<file path="src/rtl/mbc_pkg.sv">
// mbc_gen shared definitions: register windows, modes, dump states.
// Imported by the controller top and the dump engine.
package mbc_pkg;

  localparam int MODE_MBC1 = 0;
  localparam int MODE_MBC5 = 1;

  localparam logic [3:0] RAM_KEY = 4'hA;

  // address[15:14] regions
  localparam logic [1:0] RGN_ROM0 = 2'b00;
  localparam logic [1:0] RGN_ROMX = 2'b01;

  // address[15:13] windows
  localparam logic [2:0] WIN_RAMEN = 3'b000;
  localparam logic [2:0] WIN_ROMB  = 3'b001;
  localparam logic [2:0] WIN_UPPER = 3'b010;
  localparam logic [2:0] WIN_MODE  = 3'b011;
  localparam logic [2:0] WIN_RAM   = 3'b101;

  typedef enum logic [1:0] {
    DUMP_IDLE,
    DUMP_FETCH,
    DUMP_WAIT,
    DUMP_SEND
  } dump_state_t;

  typedef enum logic [1:0] {
    RD_NONE,
    RD_ROM,
    RD_RAM,
    RD_BLOCK
  } rd_src_t;

  typedef struct packed {
    logic [8:0] rom_bank;
    logic [3:0] upper;
    logic       ram_en;
    logic       mode_sel;
  } mbc_regs_t;

  localparam mbc_regs_t REGS_RST = '{
    rom_bank: 9'd1,
    upper:    4'd0,
    ram_en:   1'b0,
    mode_sel: 1'b0
  };

endpackage

</file>
<file path="src/rtl/mbc_dump_fsm.sv">
// Battery-save dump engine: walks all cart RAM in address order
// and streams each byte out over a valid/ready port.
module mbc_dump_fsm
  import mbc_pkg::*;
#(
  parameter int AW = 13
) (
  input  logic          clockgb,
  input  logic          resetn,
  input  logic          start,
  input  logic          ready,
  input  logic [7:0]    rdata,
  output logic [AW-1:0] addr,
  output logic          valid,
  output logic [7:0]    data,
  output logic          busy,
  output logic          started
);

  dump_state_t   state_q;
  dump_state_t   state_d;
  logic [AW-1:0] cnt_q;
  logic [AW-1:0] cnt_d;
  logic [7:0]    data_q;
  logic [7:0]    data_d;

  // State, address counter and held byte
  always_ff @(posedge clockgb or negedge resetn) begin
    if (!resetn) begin
      state_q <= DUMP_IDLE;
      cnt_q   <= '0;
      data_q  <= 8'h00;
    end else begin
      state_q <= state_d;
      cnt_q   <= cnt_d;
      data_q  <= data_d;
    end
  end

  // Next state: one RAM read, one latch, then hold for the consumer
  always_comb begin
    state_d = state_q;
    cnt_d   = cnt_q;
    data_d  = data_q;
    started = 1'b0;
    unique case (state_q)
      DUMP_IDLE: begin
        if (start) begin
          started = 1'b1;
          cnt_d   = '0;
          state_d = DUMP_FETCH;
        end
      end
      DUMP_FETCH: begin
        state_d = DUMP_WAIT;
      end
      DUMP_WAIT: begin
        data_d  = rdata;
        state_d = DUMP_SEND;
      end
      DUMP_SEND: begin
        if (ready) begin
          if (cnt_q == '1) begin
            state_d = DUMP_IDLE;
          end else begin
            cnt_d   = cnt_q + AW'(1);
            state_d = DUMP_FETCH;
          end
        end
      end
      default: state_d = DUMP_IDLE;
    endcase
  end

  assign addr  = cnt_q;
  assign data  = data_q;
  assign valid = (state_q == DUMP_SEND);
  assign busy  = (state_q != DUMP_IDLE);

endmodule

</file>
<file path="src/rtl/mbc_gen.sv">
// Parametrised MBC1/MBC5 cartridge bank controller with
// a cart RAM dump port for battery saves.
module mbc_gen
  import mbc_pkg::*;
#(
  parameter int MODE          = MODE_MBC1,
  parameter int ROM_BANK_BITS = 7,
  parameter int RAM_BANK_BITS = 2
) (
  input  logic                       clockgb,
  input  logic                       resetn,
  input  logic [15:0]                address,
  input  logic [7:0]                 indata,
  output logic [7:0]                 outdata,
  input  logic                       load,
  input  logic                       store,
  output logic [ROM_BANK_BITS+13:0]  rom_addr,
  input  logic [7:0]                 rom_data,
  output logic [RAM_BANK_BITS+12:0]  ram_addr,
  output logic [7:0]                 ram_wdata,
  output logic                       ram_we,
  input  logic [7:0]                 ram_rdata,
  input  logic                       dump_start,
  output logic                       dump_valid,
  input  logic                       dump_ready,
  output logic [7:0]                 dump_data,
  output logic                       dump_busy,
  output logic                       ram_dirty
);

  localparam int ROM_AW = ROM_BANK_BITS + 14;
  localparam int RAM_AW = RAM_BANK_BITS + 13;

  mbc_regs_t         regs_q;
  mbc_regs_t         regs_d;
  rd_src_t           rd_q;
  rd_src_t           rd_d;
  logic [8:0]        rom_sel;
  logic [3:0]        ram_sel;
  logic [RAM_AW-1:0] dump_addr;
  logic              dump_started;
  logic              in_ram;

  assign in_ram = (address[15:13] == WIN_RAM);

  mbc_dump_fsm #(
    .AW(RAM_AW)
  ) u_dump (
    .clockgb (clockgb),
    .resetn  (resetn),
    .start   (dump_start),
    .ready   (dump_ready),
    .rdata   (ram_rdata),
    .addr    (dump_addr),
    .valid   (dump_valid),
    .data    (dump_data),
    .busy    (dump_busy),
    .started (dump_started)
  );

  // Banking registers
  always_ff @(posedge clockgb or negedge resetn) begin
    if (!resetn) begin
      regs_q <= REGS_RST;
    end else begin
      regs_q <= regs_d;
    end
  end

  // Register writes decoded from the ROM window
  always_comb begin
    regs_d = regs_q;
    if (store && !address[15]) begin
      unique case (1'b1)
        address[15:13] == WIN_RAMEN: begin
          regs_d.ram_en = (indata[3:0] == RAM_KEY);
        end
        address[15:13] == WIN_ROMB: begin
          if (MODE == MODE_MBC5) begin
            if (address[12]) begin
              regs_d.rom_bank[8] = indata[0];
            end else begin
              regs_d.rom_bank[7:0] = indata;
            end
          end else begin
            regs_d.rom_bank[4:0] =
              (indata[4:0] == 5'd0) ? 5'd1 : indata[4:0];
          end
        end
        address[15:13] == WIN_UPPER: begin
          if (MODE == MODE_MBC5) begin
            regs_d.upper = indata[3:0];
          end else begin
            regs_d.upper = {2'b00, indata[1:0]};
          end
        end
        address[15:13] == WIN_MODE: begin
          if (MODE == MODE_MBC1) begin
            regs_d.mode_sel = indata[0];
          end
        end
        default: regs_d = regs_q;
      endcase
    end
  end

  // Effective ROM and RAM bank for the current address
  always_comb begin
    rom_sel = 9'd0;
    ram_sel = 4'd0;
    if (MODE == MODE_MBC5) begin
      if (address[15:14] == RGN_ROMX) begin
        rom_sel = regs_q.rom_bank;
      end
      ram_sel = regs_q.upper;
    end else begin
      if (address[15:14] == RGN_ROMX) begin
        rom_sel = {2'b00, regs_q.upper[1:0],
                   regs_q.rom_bank[4:0]};
      end else if (address[15:14] == RGN_ROM0
                   && regs_q.mode_sel) begin
        rom_sel = {2'b00, regs_q.upper[1:0], 5'd0};
      end
      if (regs_q.mode_sel) begin
        ram_sel = regs_q.upper;
      end
    end
  end

  assign rom_addr  = ROM_AW'({rom_sel, address[13:0]});
  assign ram_addr  = dump_busy ? dump_addr
                   : RAM_AW'({ram_sel, address[12:0]});
  assign ram_wdata = indata;
  assign ram_we    = store && in_ram && regs_q.ram_en
                   && !dump_busy;

  // Source of the read data returned next cycle
  always_comb begin
    rd_d = RD_NONE;
    if (load) begin
      if (!address[15]) begin
        rd_d = RD_ROM;
      end else if (in_ram) begin
        rd_d = (regs_q.ram_en && !dump_busy) ? RD_RAM
                                             : RD_BLOCK;
      end
    end
  end

  // Read source and dirty flag
  always_ff @(posedge clockgb or negedge resetn) begin
    if (!resetn) begin
      rd_q      <= RD_NONE;
      ram_dirty <= 1'b0;
    end else begin
      rd_q <= rd_d;
      if (dump_started) begin
        ram_dirty <= 1'b0;
      end else if (ram_we) begin
        ram_dirty <= 1'b1;
      end
    end
  end

  // Bus read data; zero when not driving
  always_comb begin
    outdata = 8'h00;
    case (rd_q)
      RD_ROM:   outdata = rom_data;
      RD_RAM:   outdata = ram_rdata;
      RD_BLOCK: outdata = 8'hFF;
      default:  outdata = 8'h00;
    endcase
  end

endmodule

</file>
<file path="config.mk">
export PLATFORM = sky130hd
export DESIGN_NAME = mbc_gen
export DESIGN_NICKNAME = d
export VERILOG_FILES = /design/src/rtl/mbc_pkg.sv /design/src/rtl/mbc_dump_fsm.sv /design/src/rtl/mbc_gen.sv
export SDC_FILE = /design/constraint.sdc
export NUM_CORES = 1
export LEC_CHECK = 0
export ABC_AREA = 1
export CORE_UTILIZATION = 42
export CTS_CLUSTER_DIAMETER = 80
export DETAILED_ROUTE_END_ITERATION = 12
export GPL_ROUTABILITY_DRIVEN = 0
export MAX_ROUTING_LAYER = met4
export PLACE_DENSITY = 0.83
export SYNTH_ARGS = -nofsm -noshare
export SYNTH_HDL_FRONTEND = slang
export SYNTH_SLANG_ARGS = --single-unit
</file>
<file path="constraint.sdc">
create_clock -name clockgb -period 2 [get_ports clockgb]
set_input_delay 0.4 -clock clockgb [delete_from_list [all_inputs] [get_ports clockgb]]
set_output_delay 0.4 -clock clockgb [all_outputs]
set_load 0.01 [all_outputs]
</file>
**Word level (Yosys, flattened, before mapping)**

Cells that the tools add are included.

- Flip-flop bits (word level): 37
- Logic and storage cells: 69
- Output and inout bits: 64

- Add/sub/neg operators: 1
- Eq/ne operators: 16
- Reductions and logical operators: 21
- Mux-type cells: 22

Operator list:

| operator | count |
|---|---|
| $mux W15 | 4 |
| $pmux W15 S2 | 1 |
| $pmux W8 S3 | 1 |
| $add A15 B1 Y15 const B | 1 |
| $eq A15 B15 Y1 const B | 1 |
| $mux W7 | 2 |
| $mux W2 | 6 |
| $reduce_and A2 Y1 | 5 |
| $eq A2 B2 Y1 const B | 4 |
| $pmux W2 S4 | 1 |
| $eq A2 B1 Y1 const B | 3 |
| $eq A3 B2 Y1 const B | 2 |
| $logic_and A1 B1 Y1 | 6 |
| $mux W1 | 6 |
| $reduce_bool A2 Y1 | 3 |
| $logic_not A5 Y1 | 1 |
| $mux W5 | 1 |
| $eq A4 B4 Y1 const B | 1 |
| $logic_not A2 Y1 | 2 |
| $ne A2 B2 Y1 const B | 2 |
| $reduce_and A4 Y1 | 1 |
| $eq A3 B1 Y1 const B | 1 |
| $eq A3 B3 Y1 const B | 1 |
| $logic_not A3 Y1 | 1 |
| 2 further kinds | 3 |

**Longest topological paths before layout**

Gate-level depths: netlist (run 1).

- Depth after elaboration: 7
- Gate-level depth with buffers: 10

**Modules after synthesis**

From an unflattened synthesis (run 1), not the netlist that was laid out.

- Cell total of the unflattened synthesis: 360
- Area, all modules: 2578.7 µm²

By module, submodules not included:

| module | times used | seq. area each (µm²) | area an instance (µm²) | cells an instance |
|---|---|---|---|---|
| mbc_dump_fsm | 1 | 625.6 | 1510.2 | 187 |
| mbc_gen | 1 | 301.5 | 1068.5 | 173 |

**Least setup slack after synthesis (run 1)**

OpenSTA, ideal clock, no wires.

- Path kind: reg2out
- Start point: reg u_dump.state_q[0]
- End point: out ram_addr[11]
- Cell stages (with the launch flop): 6
- Arrival time: 1255 ps
- Data required time: 1600 ps
- Setup slack: 345 ps
- Cells stage by stage: dfrtp_1 > inv_1 > ha_1 > buf_4 > clkbuf_1 > o21ai_0

- Word-level cells in the longest chain between the ends: 2

Ends and longest elaborated chain:

| element | RTL line | source |
|---|---|---|
| start: declaration | mbc_dump_fsm.sv:20 | `dump_state_t state_q;` |
| start signal: assignment | mbc_dump_fsm.sv:34 | `state_q <= state_d;` |
| $reduce_bool A2 Y1 | mbc_dump_fsm.sv:78 | `assign busy = (state_q != DUMP_IDLE);` |
| $mux W15 | mbc_gen.sv:131 | `assign ram_addr = dump_busy ? dump_addr` |
| end: declaration | mbc_gen.sv:19 | `output logic [RAM_BANK_BITS+12:0] ram_addr,` |

Every way passes these cells.

**Worst setup path in the final report (run 1)**

- Start point: in address[15]
- End point: out rom_addr[19]

- Word-level cells in the longest chain between the ends: 4
- Elaborated cells between the ends (all ways): 5
- Classes of those cells: eq/ne (1); mux (2); reduce/logical (2)

Ends and longest elaborated chain:

| element | RTL line | source |
|---|---|---|
| start: declaration | mbc_gen.sv:12 | `input logic [15:0] address,` |
| $logic_not A2 Y1 | mbc_gen.sv:120 | `end else if (address[15:14] == RGN_ROM0` |
| $logic_and A1 B1 Y1 | mbc_gen.sv:121 | `&& regs_q.mode_sel) begin` |
| $mux W7 | mbc_gen.sv:120 |  |
| $mux W7 (*) | mbc_gen.sv:117 | `if (address[15:14] == RGN_ROMX) begin` |
| end: declaration | mbc_gen.sv:17 | `output logic [ROM_BANK_BITS+13:0] rom_addr,` |

Every way passes the cells marked *; elsewhere a longest branch is shown, timed or not.

==> out/summary.log, run 1 <==
qor: worst_setup_path.critPathLaunch address[15]
qor: layout.final_util 66.1%
qor: layout.final_cells 521
qor: detailed_routing.drt-total-wl 6400 um
qor: layout.antenna_cells_inserted 0
qor: hold_path.type_of_the_tightest_min_delay_check in -> async
qor: logic_synthesis.ys_top_cells_by_area sky130_fd_sc_hd__dfrtp_1, sky130_fd_sc_hd__nand2_1, sky130_fd_sc_hd__buf_4
qor: logic_synthesis.synth.yosys.warnings 0
qor: power.irDropWorstVdd 0.611 mV
qor: sta.max_clock_freq 514 MHz
qor: detailed_routing.routedWlPerCell 12.3 um
qor: sta.timing.final.setup_violations 0
qor: logic_synthesis.synth_top_family_by_area simple AND/OR/NAND/NOR gates
qor: clocking.tritoncts yes
qor: logic_synthesis.synth.lib_cells_used.distinct 33
qor: sta.timing.clock.skew 5.47 ps
qor: sta.final.hold.worst_slack 485 ps
qor: clocking.clock_sinks 37
qor: logic_synthesis.synth_area 2470 um2
qor: sta.final_hold_viol_count 0
qor: logic_synthesis.syn_avg_cell_area 7.22 um2
qor: grt.number_of_global_route_vias_before_repair 2334
qor: logic_synthesis.synth_top_area_share 36.5%
qor: grt.grt_start_max_net_pins 38
qor: layout.syn_to_layout_area_delta 49.1%
qor: placed_design.dp.cells 508
qor: power.cellPowerDensity 977 nW/um2
qor: clocking.cts.htree.levels 2
qor: detailed_routing.drt-vias-per-instance 4.85
qor: power.cellLeakagePower 1.80 nW
qor: sta.slew_violations 0
qor: worst_setup_path.critical_path.endpoint_type output pin
qor: worst_setup_path.criticalPathCategory in -> out
qor: floorplan.chipHeight 78.7 um
qor: clocking.cts.reportedPaths.clkPinSlew 70 ps
qor: logic_synthesis.synth_flop_cell sky130_fd_sc_hd__dfrtp_1
qor: job.max-cap-violations 0
qor: clocking.cts_buffers 5
qor: grt.grt_first_pass_wirelength 10400 um
qor: logic_synthesis.post_synth_most_frequent_cells sky130_fd_sc_hd__nand2_1, sky130_fd_sc_hd__nor2_1, sky130_fd_sc_hd__dfrtp_1
qor: clocking.clkLatencyLatePin 280 ps
qor: logic_synthesis.syn_nets 393
qor: detailed_routing.drc 0
qor: detailed_routing.via_count 2526
qor: worst_setup_path.worstSetupStartpointType input port
qor: sta.share_of_the_cycle_needed_by_the_critical_path_after_routing 97.2%
qor: floorplan.num_rows 27
qor: floorplan.die-width 78.7 um
qor: worst_setup_path.path_max_fanout 3
qor: grt.global_route.usage.total 21.8%
qor: layout.layout-drive-gt1-share 16.3%
qor: logic_synthesis.synth.most_common_cell sky130_fd_sc_hd__nand2_1
qor: logic_synthesis.synth-seq-area-share 37.5%
qor: logic_synthesis.synth.mux.area_fraction 3.65%
qor: floorplan.initial_core_util 44.3%
qor: sta.max_slew.worst_pin.slew 382 ps
qor: detailed_routing.drt_first_pass_iters 4
qor: logic_synthesis.yosys_reg_bits 37
qor: grt.grt_antenna_before_repair 0
qor: clocking.clock-root-buffer sky130_fd_sc_hd__clkbuf_8
qor: worst_setup_path.worstReg2RegStart u_dump.state_q[1]
qor: floorplan.core_area 5570 um2
qor: logic_synthesis.synth_fa_ha_area_share 2.53%
qor: logic_synthesis.synth.largest_area_cell sky130_fd_sc_hd__dfrtp_1
qor: placed_design.place.port_buffers 103
qor: worst_setup_path.worstPathArrival 1540 ps
qor: detailed_routing.drtAntennaViolNets 0
qor: status.run_status complete, no violations
qor: layout.fin_nets 499
qor: worst_setup_path.worstPathRequired 1600 ps
qor: placed_design.post-dp-hpwl 4940 um
qor: logic_synthesis.post_synth_and_or_nand_nor_area_fraction 31.8%
qor: grt.grt_overflow 0
qor: logic_synthesis.synth-compound-area-share 8.71%
qor: sta.period_minus_slack 1940 ps
qor: floorplan.die_footprint 6190 um2
qor: clocking.cts_buffer_depth 2
qor: detailed_routing.drt_first_iter_violations 179
qor: floorplan.io-pin-count 110
qor: sta.rsz0062_at_grt false
qor: logic_synthesis.number_of_enable_type_register_cells_in_the_synthesized_netlist 0
qor: logic_synthesis.synth_xor_area_share 1.06%
qor: logic_synthesis.post_synthesis_cell_count 342
qor: sta.slew_headroom 74.3%
qor: layout.layout.filler_cells 472
qor: logic_synthesis.synth_async_sr_flop_share 100%
[repair_timing]
item | CTS | global route
pin swaps | 1 | 0
hold buffers | 0 | 0
gates resized for setup | 39 | 23
setup buffers | 2 | 3
setup endpoints to repair | 30 | 17
[area by class of cell]
type                            count  area, um2  area share, %
Sequential cell                    37        927           25.2
Timing Repair Buffer              131       1210           32.8
Tap cell                           72       90.1           2.45
Inverter                           36        139           3.77
Clock inverter                      2       37.5           1.02
Clock buffer                        6       82.6           2.24
Multi-Input combinational cell    237       1200           32.5
[stage by stage]
stage / total power [mW] / instance area [um2] / setup slack (ps) / setup TNS [ps]
floorplan: 1.97 / 2470 / 345 / 0
global placement: 2.86 / 3560 / -254 / -1770
detailed placement: 2.91 / 3560 / -308 / -2070
CTS: 3.56 / 3680 / 0.666 / 0
global route: 3.83 / 3680 / 3.16 / 0
finish: 3.60 / 3680 / 55.7 / 0
[report_power, final]
part	switching [mW]	internal [mW]
combinational	0.959	0.955
sequential	0.102	0.913
clock	0.267	0.405
[flip-flops by register name (all words and copies together) (netlist names)]
name / count
regs_q: 9
rd_q: 2
u_dump.addr: 15
ram_dirty: 1
u_dump.data: 8
u_dump.state_q: 2
[final timing paths]
path / to / slack [ps] / depth (start not counted)
setup / recovery: rom_addr[19] / 60 / 5
hold / removal: regs_q[8] / 480 / 2
setup reg to reg: u_dump.addr[7] / 130 / 11
hold reg to reg: regs_q[1] / 500 / 2
max in group asynchronous: regs_q[6] / 1270 / 2
min in group clockgb: regs_q[1] / 500 / 2
[metal layers]
metal  global-route usage (%)  wire, um  vias up
li1                         -         -     1286
met1                     25.9      2870     1156
met2                     37.4      3130       78
met3                     3.95       331        6
met4                     6.48        64        0
met5                        -         0        -
[logic make-up after synthesis]
group           after synthesis
fa+ha+maj                     5
flops                        37
simple gates                181
mux                           8
compound gates               40
xor+xnor                      3
buf+inv                      68
[critical path, stage by stage]
cell	delay, ps
sky130_fd_sc_hd__clkdlybuf4s50_1	540
sky130_fd_sc_hd__inv_1	80
sky130_fd_sc_hd__o21ai_1	160
sky130_fd_sc_hd__nor2_1	70
sky130_fd_sc_hd__dlygate4sd2_1	290
[cells in the final DEF (no fill, tap or decap), drive strengths merged, types with 3 or more instances in the layout]
cell type      count
clkdlybuf4s50     69
a21oi             12
inv               34
dlymetal6s2s       3
ha                 5
nand3             30
nor2              43
buf               29
nor3               4
dfrtp             36
o21ai             24
dlygate4sd2       20
clkbuf            14
nand4              3
mux2               8
xor2               3
nand2             98
(Power assumes the default switching activity.)
==> run 2: changes to the inputs <==
--- a/config.mk
+++ b/config.mk
@@ -5,13 +5,13 @@
 export SDC_FILE = /design/constraint.sdc
 export NUM_CORES = 1
 export LEC_CHECK = 0
-export ABC_AREA = 1
-export CORE_UTILIZATION = 42
+export CORE_UTILIZATION = 43
+export CTS_BUF_LIST = sky130_fd_sc_hd__clkbuf_8
 export CTS_CLUSTER_DIAMETER = 80
 export DETAILED_ROUTE_END_ITERATION = 12
 export GPL_ROUTABILITY_DRIVEN = 0
 export MAX_ROUTING_LAYER = met4
-export PLACE_DENSITY = 0.83
+export PLACE_DENSITY = 0.86
 export SYNTH_ARGS = -nofsm -noshare
 export SYNTH_HDL_FRONTEND = slang
 export SYNTH_SLANG_ARGS = --single-unit
==> out/summary.log, run 2 <==
qor: logic_synthesis.post_synthesis_cell_count 248 [-27%]
qor: status.run_status finished with violations
qor: worst_setup_path.path_max_fanout 7 [+4]
qor: logic_synthesis.syn_avg_cell_area 9.66 um2 [+34%]
qor: layout.fin_nets 411 [-18%]
qor: clocking.cts.htree.levels 2 [unchanged]
qor: logic_synthesis.ys_top_cells_by_area sky130_fd_sc_hd__dfrtp_1, sky130_fd_sc_hd__mux2_2, sky130_fd_sc_hd__buf_4
qor: detailed_routing.drt_first_iter_violations 167 [-6.7%]
qor: logic_synthesis.yosys_reg_bits 37 [unchanged]
qor: logic_synthesis.synth.yosys.warnings 0 [unchanged]
qor: floorplan.initial_core_util 45.7% [+1.4 points]
qor: placed_design.place.port_buffers 103 [unchanged]
qor: layout.flip_flop_count_of_the_largest_register_after_layout 15 [unchanged]
qor: job.max-cap-violations 0 [unchanged]
qor: logic_synthesis.synth-seq-area-share 38.7% [+1.2 points]
qor: detailed_routing.via_count 2313 [-8.4%]
qor: worst_setup_path.worstSetupStartpointType flop
qor: grt.global_route.usage.total 24.8% [+3.0 points]
qor: sta.timing.final.setup_violations 5 [+5]
qor: worst_setup_path.crit_slowest_cell sky130_fd_sc_hd__dfrtp_1
qor: logic_synthesis.syn_nets 299 [-24%]
qor: detailed_routing.drt-total-wl 7010 um [+9.5%]
qor: grt.number_of_global_route_vias_before_repair 2364 [+1.3%]
qor: placed_design.dp.cells 410 [-19%]
qor: logic_synthesis.synth.most_common_cell sky130_fd_sc_hd__dfrtp_1
qor: logic_synthesis.number_of_enable_type_register_cells_in_the_synthesized_netlist 0 [unchanged]
qor: layout.final_cells 431 [-17%]
qor: logic_synthesis.synth.largest_area_cell sky130_fd_sc_hd__dfrtp_1
qor: sta.final.setup.worst_slack -41.6 ps [-97.3 ps]
qor: sta.final_hold_viol_count 0 [unchanged]
qor: sta.share_of_the_cycle_needed_by_the_critical_path_after_routing 102% [+4.9 points]
qor: detailed_routing.drtAntennaViolNets 0 [unchanged]
qor: detailed_routing.drc 0 [unchanged]
qor: placed_design.placed_area 3470 um2 [-2.5%]
qor: sta.max_slew.worst_pin.slew 431 ps [+48.5 ps]
qor: detailed_routing.routedWlPerCell 16.3 um [+32%]
qor: layout.layout-drive-gt1-share 28.5% [+12 points]
qor: grt.grt_antenna_before_repair 0 [unchanged]
qor: sta.slew_headroom 71.1% [-3.2 points]
qor: grt.grt_start_max_net_pins 38 [unchanged]
qor: clocking.tritoncts yes
qor: worst_setup_path.worstPathRequired 1600 ps [about the same]
qor: logic_synthesis.synth_area 2400 um2 [-3.0%]
qor: floorplan.io-pin-count 110 [unchanged]
qor: hold_path.type_of_the_tightest_min_delay_check in -> async
qor: worst_setup_path.worstPathCellList inv_2 > ha_4 > buf_8 > buf_6 > mux2_4 > buf_6
qor: detailed_routing.drt_first_pass_iters 4 [unchanged]
qor: grt.grt_first_pass_wirelength 11300 um [+8.2%]
qor: power.cellLeakagePower 1.80 nW [+0.26%]
qor: power.report.power.total 3.69 mW [+2.6%]
qor: layout.syn_to_layout_area_delta 58.0%
qor: clocking.cts_buffer_depth 2 [unchanged]
qor: floorplan.die-width 76.6 um [-2.6%]
qor: power.cellPowerDensity 975 nW/um2 [-0.21%]
qor: detailed_routing.drt-vias-per-instance 5.37 [+11%]
qor: worst_setup_path.critical_path.max_stage_delay 400 ps [-140 ps]
qor: sta.slew_violations 0 [unchanged]
qor: sta.max_clock_freq 490 MHz [-4.8%]
qor: floorplan.die_footprint 5870 um2 [-5.1%]
qor: logic_synthesis.synth_top_area_share 37.6% [+1.1 points]
qor: sta.rsz0062_at_grt true
qor: worst_setup_path.worst_path_dominant_cell_family buffers and inverters
qor: sta.fin_tns_setup -177 ps [-177 ps]
qor: status.failing_checks setup timing
qor: worst_setup_path.cp.buffers_inverters 4 [+1]
qor: layout.finalInstanceArea 3790 um2 [+2.8%]
qor: logic_synthesis.post_synth_most_frequent_cells sky130_fd_sc_hd__dfrtp_1, sky130_fd_sc_hd__nor2_1, sky130_fd_sc_hd__buf_4
qor: layout.layout.cells.most_common_list sky130_fd_sc_hd__clkdlybuf4s50_1, sky130_fd_sc_hd__dfrtp_1, sky130_fd_sc_hd__buf_4
qor: placed_design.post-dp-hpwl 4730 um [-4.3%]
qor: sta.period_minus_slack 2040 ps [+97.3 ps]
qor: floorplan.num_rows 26 [-3.7%]
qor: floorplan.core_area 5240 um2 [-6.0%]
qor: logic_synthesis.synth_async_sr_flop_share 100% [unchanged]
qor: layout.final_util 72.3% [+6.2 points]
qor: clocking.cts_buffers 5 [unchanged]
qor: floorplan.chipHeight 76.6 um [-2.6%]
qor: layout.antenna_cells_inserted 0 [unchanged]
qor: worst_setup_path.worstPathArrival 1640 ps [+100 ps]
qor: worst_setup_path.criticalPathCategory reg -> out
qor: clocking.cts_hold_repair.buffers 0 [unchanged]
qor: clocking.clock-root-buffer sky130_fd_sc_hd__clkbuf_8
qor: sta.timing.clock.skew 9.05 ps [+3.58 ps]
qor: clocking.clock_sinks 37 [unchanged]
qor: power.irDropWorstVdd 0.613 mV [+0.31%]
qor: clocking.cts.reportedPaths.clkPinSlew 70 ps [about the same]
qor: worst_setup_path.crit_path_frequent_cell sky130_fd_sc_hd__buf_6
qor: placed_design.detailedPlace.worstSlack -381 ps [-73.1 ps]
qor: logic_synthesis.synth_flop_cell sky130_fd_sc_hd__dfrtp_1
qor: logic_synthesis.synth.lib_cells_used.distinct 49 [+48%]
qor: grt.grt_overflow 0 [unchanged]
qor: clocking.clkLatencyLatePin 290 ps [about the same]
qor: worst_setup_path.critical_path.endpoint_type output pin
qor: layout.layout.cells.most_common sky130_fd_sc_hd__clkdlybuf4s50_1
qor: sta.final.hold.worst_slack 55.1 ps [-430 ps]
qor: layout.layout.filler_cells 397 [-16%]
-- run 2: changes by cell type in the layout (fill, tap and decap cells not counted), sizes merged, moves of 9 or more --
cell and delta:
inv -24, nand2 -82, o31ai +11, nor2 -17
and2 +9, nand3 -20, dlygate4sd2 -9, o21ai -13
mux2 +19, buf +18
-- run 2: final cells by class --
type	count	area, um2	area share [%]
clock inverters	2	7.51	0.198
clock buffers	6	82.6	2.18
multi-input cells	171	1330	35.1
repair buffers	137	1320	34.9
inverters	8	30.0	0.793
well taps	70	87.6	2.31
flip-flops and latches	37	928	24.5
-- run 2: final timing paths --
kind                              startpoint  slack, ps         endpoint  depth (start not counted)
max                        u_dump.state_q[1]        -40      ram_addr[3]                          6
min                                   resetn         60   u_dump.addr[6]                          2
max reg2reg                u_dump.state_q[1]         10  u_dump.addr[12]                          7
min reg2reg                       regs_q[10]        480       regs_q[10]                          1
max in group asynchronous             resetn       1680        regs_q[6]                          2
min in group clockgb              regs_q[10]        480       regs_q[10]                          1
-- run 2: logic make-up after synthesis --
logic type,Yosys count,synth area share [%]
adders and majority gates,5,2.61
buffers and inverters,40,10.3
muxes,31,14.4
AOI/OAI and AO/OA,48,13.8
and+or+nand+nor,87,20.2
DFF,37,38.7
-- run 2: where the power goes --
| group | internal, mW | switching, mW | total, mW |
|---|---|---|---|
| sequential | 0.912 | 0.0985 | 1.01 |
| combinational | 1.19 | 0.958 | 2.15 |
| clock | 0.271 | 0.259 | 0.530 |
-- run 2: layer usage --
| layer | up-vias | routed length [um] | GRT usage (%) |
|---|---|---|---|
| li1 | 1101 | - | - |
| met1 | 1111 | 2940 | 28.4 |
| met2 | 87 | 3630 | 42.8 |
| met3 | 14 | 299 | 4.79 |
| met4 | 0 | 134 | 9.42 |
| met5 | - | 0 | - |
-- run 2: timing repair --
action,CTS,global route
gates resized for setup,104,21
cloned,1,0
setup endpoints to repair,34,36
buffers inserted,7,7
endpoints found under the hold margin,0,0
pin swaps,2,1
-- run 2: worst reg2reg max path: cells and delay by family, from the launching register on --
| family | cells | cell delay (ps) |
|---|---|---|
| AOI/OAI and AO/OA | 2 | 440 |
| adders and majority gates | 1 | 200 |
| buffers and inverters | 2 | 290 |
| DFF | 1 | 400 |
| and+or+nand+nor | 2 | 520 |
==> run 3: changes to the inputs <==
--- a/config.mk
+++ b/config.mk
@@ -5,6 +5,7 @@
 export SDC_FILE = /design/constraint.sdc
 export NUM_CORES = 1
 export LEC_CHECK = 0
+export CAP_MARGIN = 20
 export CORE_UTILIZATION = 43
 export CTS_BUF_LIST = sky130_fd_sc_hd__clkbuf_8
 export CTS_CLUSTER_DIAMETER = 80
@@ -12,6 +13,7 @@
 export GPL_ROUTABILITY_DRIVEN = 0
 export MAX_ROUTING_LAYER = met4
 export PLACE_DENSITY = 0.86
+export REMOVE_ABC_BUFFERS = 1
 export SYNTH_ARGS = -nofsm -noshare
 export SYNTH_HDL_FRONTEND = slang
 export SYNTH_SLANG_ARGS = --single-unit
==> out/summary.log, run 3 (same netlist as run 2, synthesis figures left out) <==
qor: status.run_status finished with violations
qor: status.failing_checks setup timing
qor: detailed_routing.via_count 2325 [+0.52%]
qor: detailed_routing.drt-total-wl 6600 um [-5.9%]
qor: worst_setup_path.path_max_fanout 9 [+2]
qor: worst_setup_path.crit-reg2reg-capture u_dump.state_q[0]
qor: sta.timing.clock.skew 3.74 ps [-5.31 ps]
qor: floorplan.num_rows 26 [unchanged]
qor: sta.slew_violations 0 [unchanged]
qor: power.power.net_switching 1.25 mW [-4.8%]
qor: clocking.cts_buffer_depth 2 [unchanged]
qor: layout.syn_to_layout_area_delta 57.4%
qor: layout.layout.cells.most_common_list sky130_fd_sc_hd__clkdlybuf4s50_1, sky130_fd_sc_hd__dfrtp_1, sky130_fd_sc_hd__buf_4
qor: layout.layout-drive-gt1-share 29.8% [+1.3 points]
qor: clocking.tritoncts yes
qor: worst_setup_path.criticalPathCategory reg -> out
qor: power.pwr-share-comb 58.1% [-0.2 points]
qor: placed_design.detailedPlace.worstSlack -391 ps [-10.6 ps]
qor: layout.final_cells 432 [+0.23%]
qor: grt.grt_first_pass_wirelength 10600 um [-5.6%]
qor: grt.grt_antenna_before_repair 0 [unchanged]
qor: layout.finalInstanceArea 3770 um2 [-0.40%]
qor: worst_setup_path.worst_path_dominant_cell_family buffers and inverters
qor: power.irDropWorstVdd 0.479 mV [-22%]
qor: grt.grt_overflow 0 [unchanged]
qor: placed_design.post-dp-hpwl 4510 um [-4.5%]
qor: worst_setup_path.critPathLaunch u_dump.state_q[0]
qor: worst_setup_path.worst-r2r-setup-slack 120 ps [+110 ps]
qor: sta.max_slew.worst_pin.slew 465 ps [+33.9 ps]
qor: sta.final.hold.worst_slack 156 ps [+101 ps]
qor: detailed_routing.drt_first_pass_iters 4 [unchanged]
qor: job.max-cap-violations 0 [unchanged]
qor: power.power.internal 2.38 mW [about the same]
qor: clocking.cts.reportedPaths.clkPinSlew 70 ps [about the same]
qor: sta.final.setup.worst_slack -36.4 ps [+5.24 ps]
qor: power.cellPowerDensity 963 nW/um2 [-1.3%]
qor: detailed_routing.drtAntennaViolNets 0 [unchanged]
qor: floorplan.initial_core_util 45.7% [unchanged]
qor: grt.number_of_global_route_vias_before_repair 2230 [-5.7%]
qor: placed_design.dp.cells 413 [+0.73%]
qor: worst_setup_path.worstPathRequired 1600 ps [about the same]
qor: sta.max_clock_freq 491 MHz [+0.26%]
qor: placed_design.place.port_buffers 103 [unchanged]
qor: grt.grt_start_max_net_pins 38 [unchanged]
qor: worst_setup_path.critical_path.endpoint_type output pin
qor: power.share_of_total_power_in_the_clock_network 14.4% [about the same]
qor: detailed_routing.routedWlPerCell 15.3 um [-6.1%]
qor: power.p_sw_share 34.5% [-1.1 points]
qor: detailed_routing.drt_first_iter_violations 190 [+14%]
qor: layout.flip_flop_count_of_the_largest_register_after_layout 15 [unchanged]
qor: worst_setup_path.worstPathCellList inv_2 > ha_4 > buf_12 > buf_12 > mux2_2 > buf_6
qor: floorplan.chipHeight 76.6 um [unchanged]
qor: floorplan.die_footprint 5870 um2 [unchanged]
qor: sta.period_minus_slack 2040 ps [-5.24 ps]
qor: sta.timing.final.setup_violations 8 [+3]
qor: layout.fin_nets 412 [+0.24%]
qor: worst_setup_path.crit_slowest_cell sky130_fd_sc_hd__dfrtp_1
qor: clocking.cts_buffers 5 [unchanged]
qor: worst_setup_path.worstPathArrival 1640 ps [about the same]
qor: worst_setup_path.worstRegToRegCells 5 [-2]
qor: power.power_frac_seq 27.5% [about the same]
qor: worst_setup_path.worstReg2RegStart u_dump.addr[1]
qor: layout.layout.cells.most_common sky130_fd_sc_hd__clkdlybuf4s50_1
qor: sta.slew_headroom 69.0% [-2.1 points]
qor: detailed_routing.drc 0 [unchanged]
qor: floorplan.core_area 5240 um2 [unchanged]
qor: floorplan.io-pin-count 110 [unchanged]
qor: layout.layout.filler_cells 377 [-5.0%]
qor: sta.fin_tns_setup -238 ps [-61.2 ps]
qor: sta.rsz0062_at_grt true
qor: grt.global_route.usage.total 23.0% [-1.8 points]
qor: clocking.clkLatencyLatePin 280 ps [about the same]
qor: placed_design.placed_area 3480 um2 [+0.29%]
qor: sta.final_hold_viol_count 0 [unchanged]
qor: clocking.cts_hold_repair.buffers 0 [unchanged]
qor: clocking.clock_sinks 37 [unchanged]
qor: floorplan.die-width 76.6 um [unchanged]
qor: power.cellLeakagePower 1.76 nW [-2.3%]
qor: worst_setup_path.critical_path.max_stage_delay 390 ps [about the same]
qor: worst_setup_path.crit_path_frequent_cell sky130_fd_sc_hd__buf_12
qor: clocking.clock-root-buffer sky130_fd_sc_hd__clkbuf_8
qor: hold_path.type_of_the_tightest_min_delay_check in -> async
qor: sta.share_of_the_cycle_needed_by_the_critical_path_after_routing 102% [-0.26 points]
qor: clocking.cts.htree.levels 2 [unchanged]
qor: detailed_routing.drt-vias-per-instance 5.38 [+0.29%]
qor: layout.antenna_cells_inserted 0 [unchanged]
qor: worst_setup_path.worstSetupStartpointType flop
qor: worst_setup_path.cp.buffers_inverters 4 [unchanged]
==> run 3: worst max-delay path by stage <==
stage,endpoint,slack [ps],cells past startpoint
2_1_floorplan,ram_we,-130,4
3_3_place_gp,rom_addr[15],-300,5
3_5_place_dp,ram_we,-390,3
4_1_cts,ram_addr[1],-30,6
5_1_grt,ram_addr[3],-90,6
6_report,ram_addr[12],-40,6
==> run 3: through the flow <==
step / util (%) / power [mW]
floorplan: - / 1.86
global placement: 66.5 / 2.75
detailed placement: 66.5 / 2.80
CTS: 70.1 / 3.53
global route: 72.0 / 3.84
finish: 72.0 / 3.63
==> run 3: layout make-up <==
| class | count | area (um2) | share of cell area (%) |
|---|---|---|---|
| clock inverters | 2 | 7.51 | 0.199 |
| flip-flops and latches | 37 | 928 | 24.6 |
| clock buffers | 6 | 82.6 | 2.19 |
| inverters | 8 | 30.0 | 0.796 |
| multi-input cells | 171 | 1300 | 34.4 |
| well taps | 70 | 87.6 | 2.32 |
| repair buffers | 138 | 1340 | 35.5 |
==> run 3: repair_timing <==
item,in CTS,in global routing
gates cloned,1,0
endpoints found under the setup margin,33,37
gates resized for setup,95,24
setup buffers,3,7
pin swaps,1,3
==> run 3: power groups by stage <==
stage	Sequential [mW]	Combinational, mW	Clock, mW
4_1_cts	1.00	2.00	0.528
6_report	0.997	2.11	0.523
3_5_place_dp	1.01	1.79	0
5_1_grt	1.02	2.25	0.564
2_1_floorplan	1.05	0.815	0
3_3_place_gp	1.00	1.74	0
==> run 3: per-layer routing <==
metal	track usage, %	vias up	share of wire, %
li1	-	1100	-
met1	29.2	1126	42
met2	38.6	89	51
met3	3.95	10	5.4
met4	4.81	0	1.3
met5	-	-	0
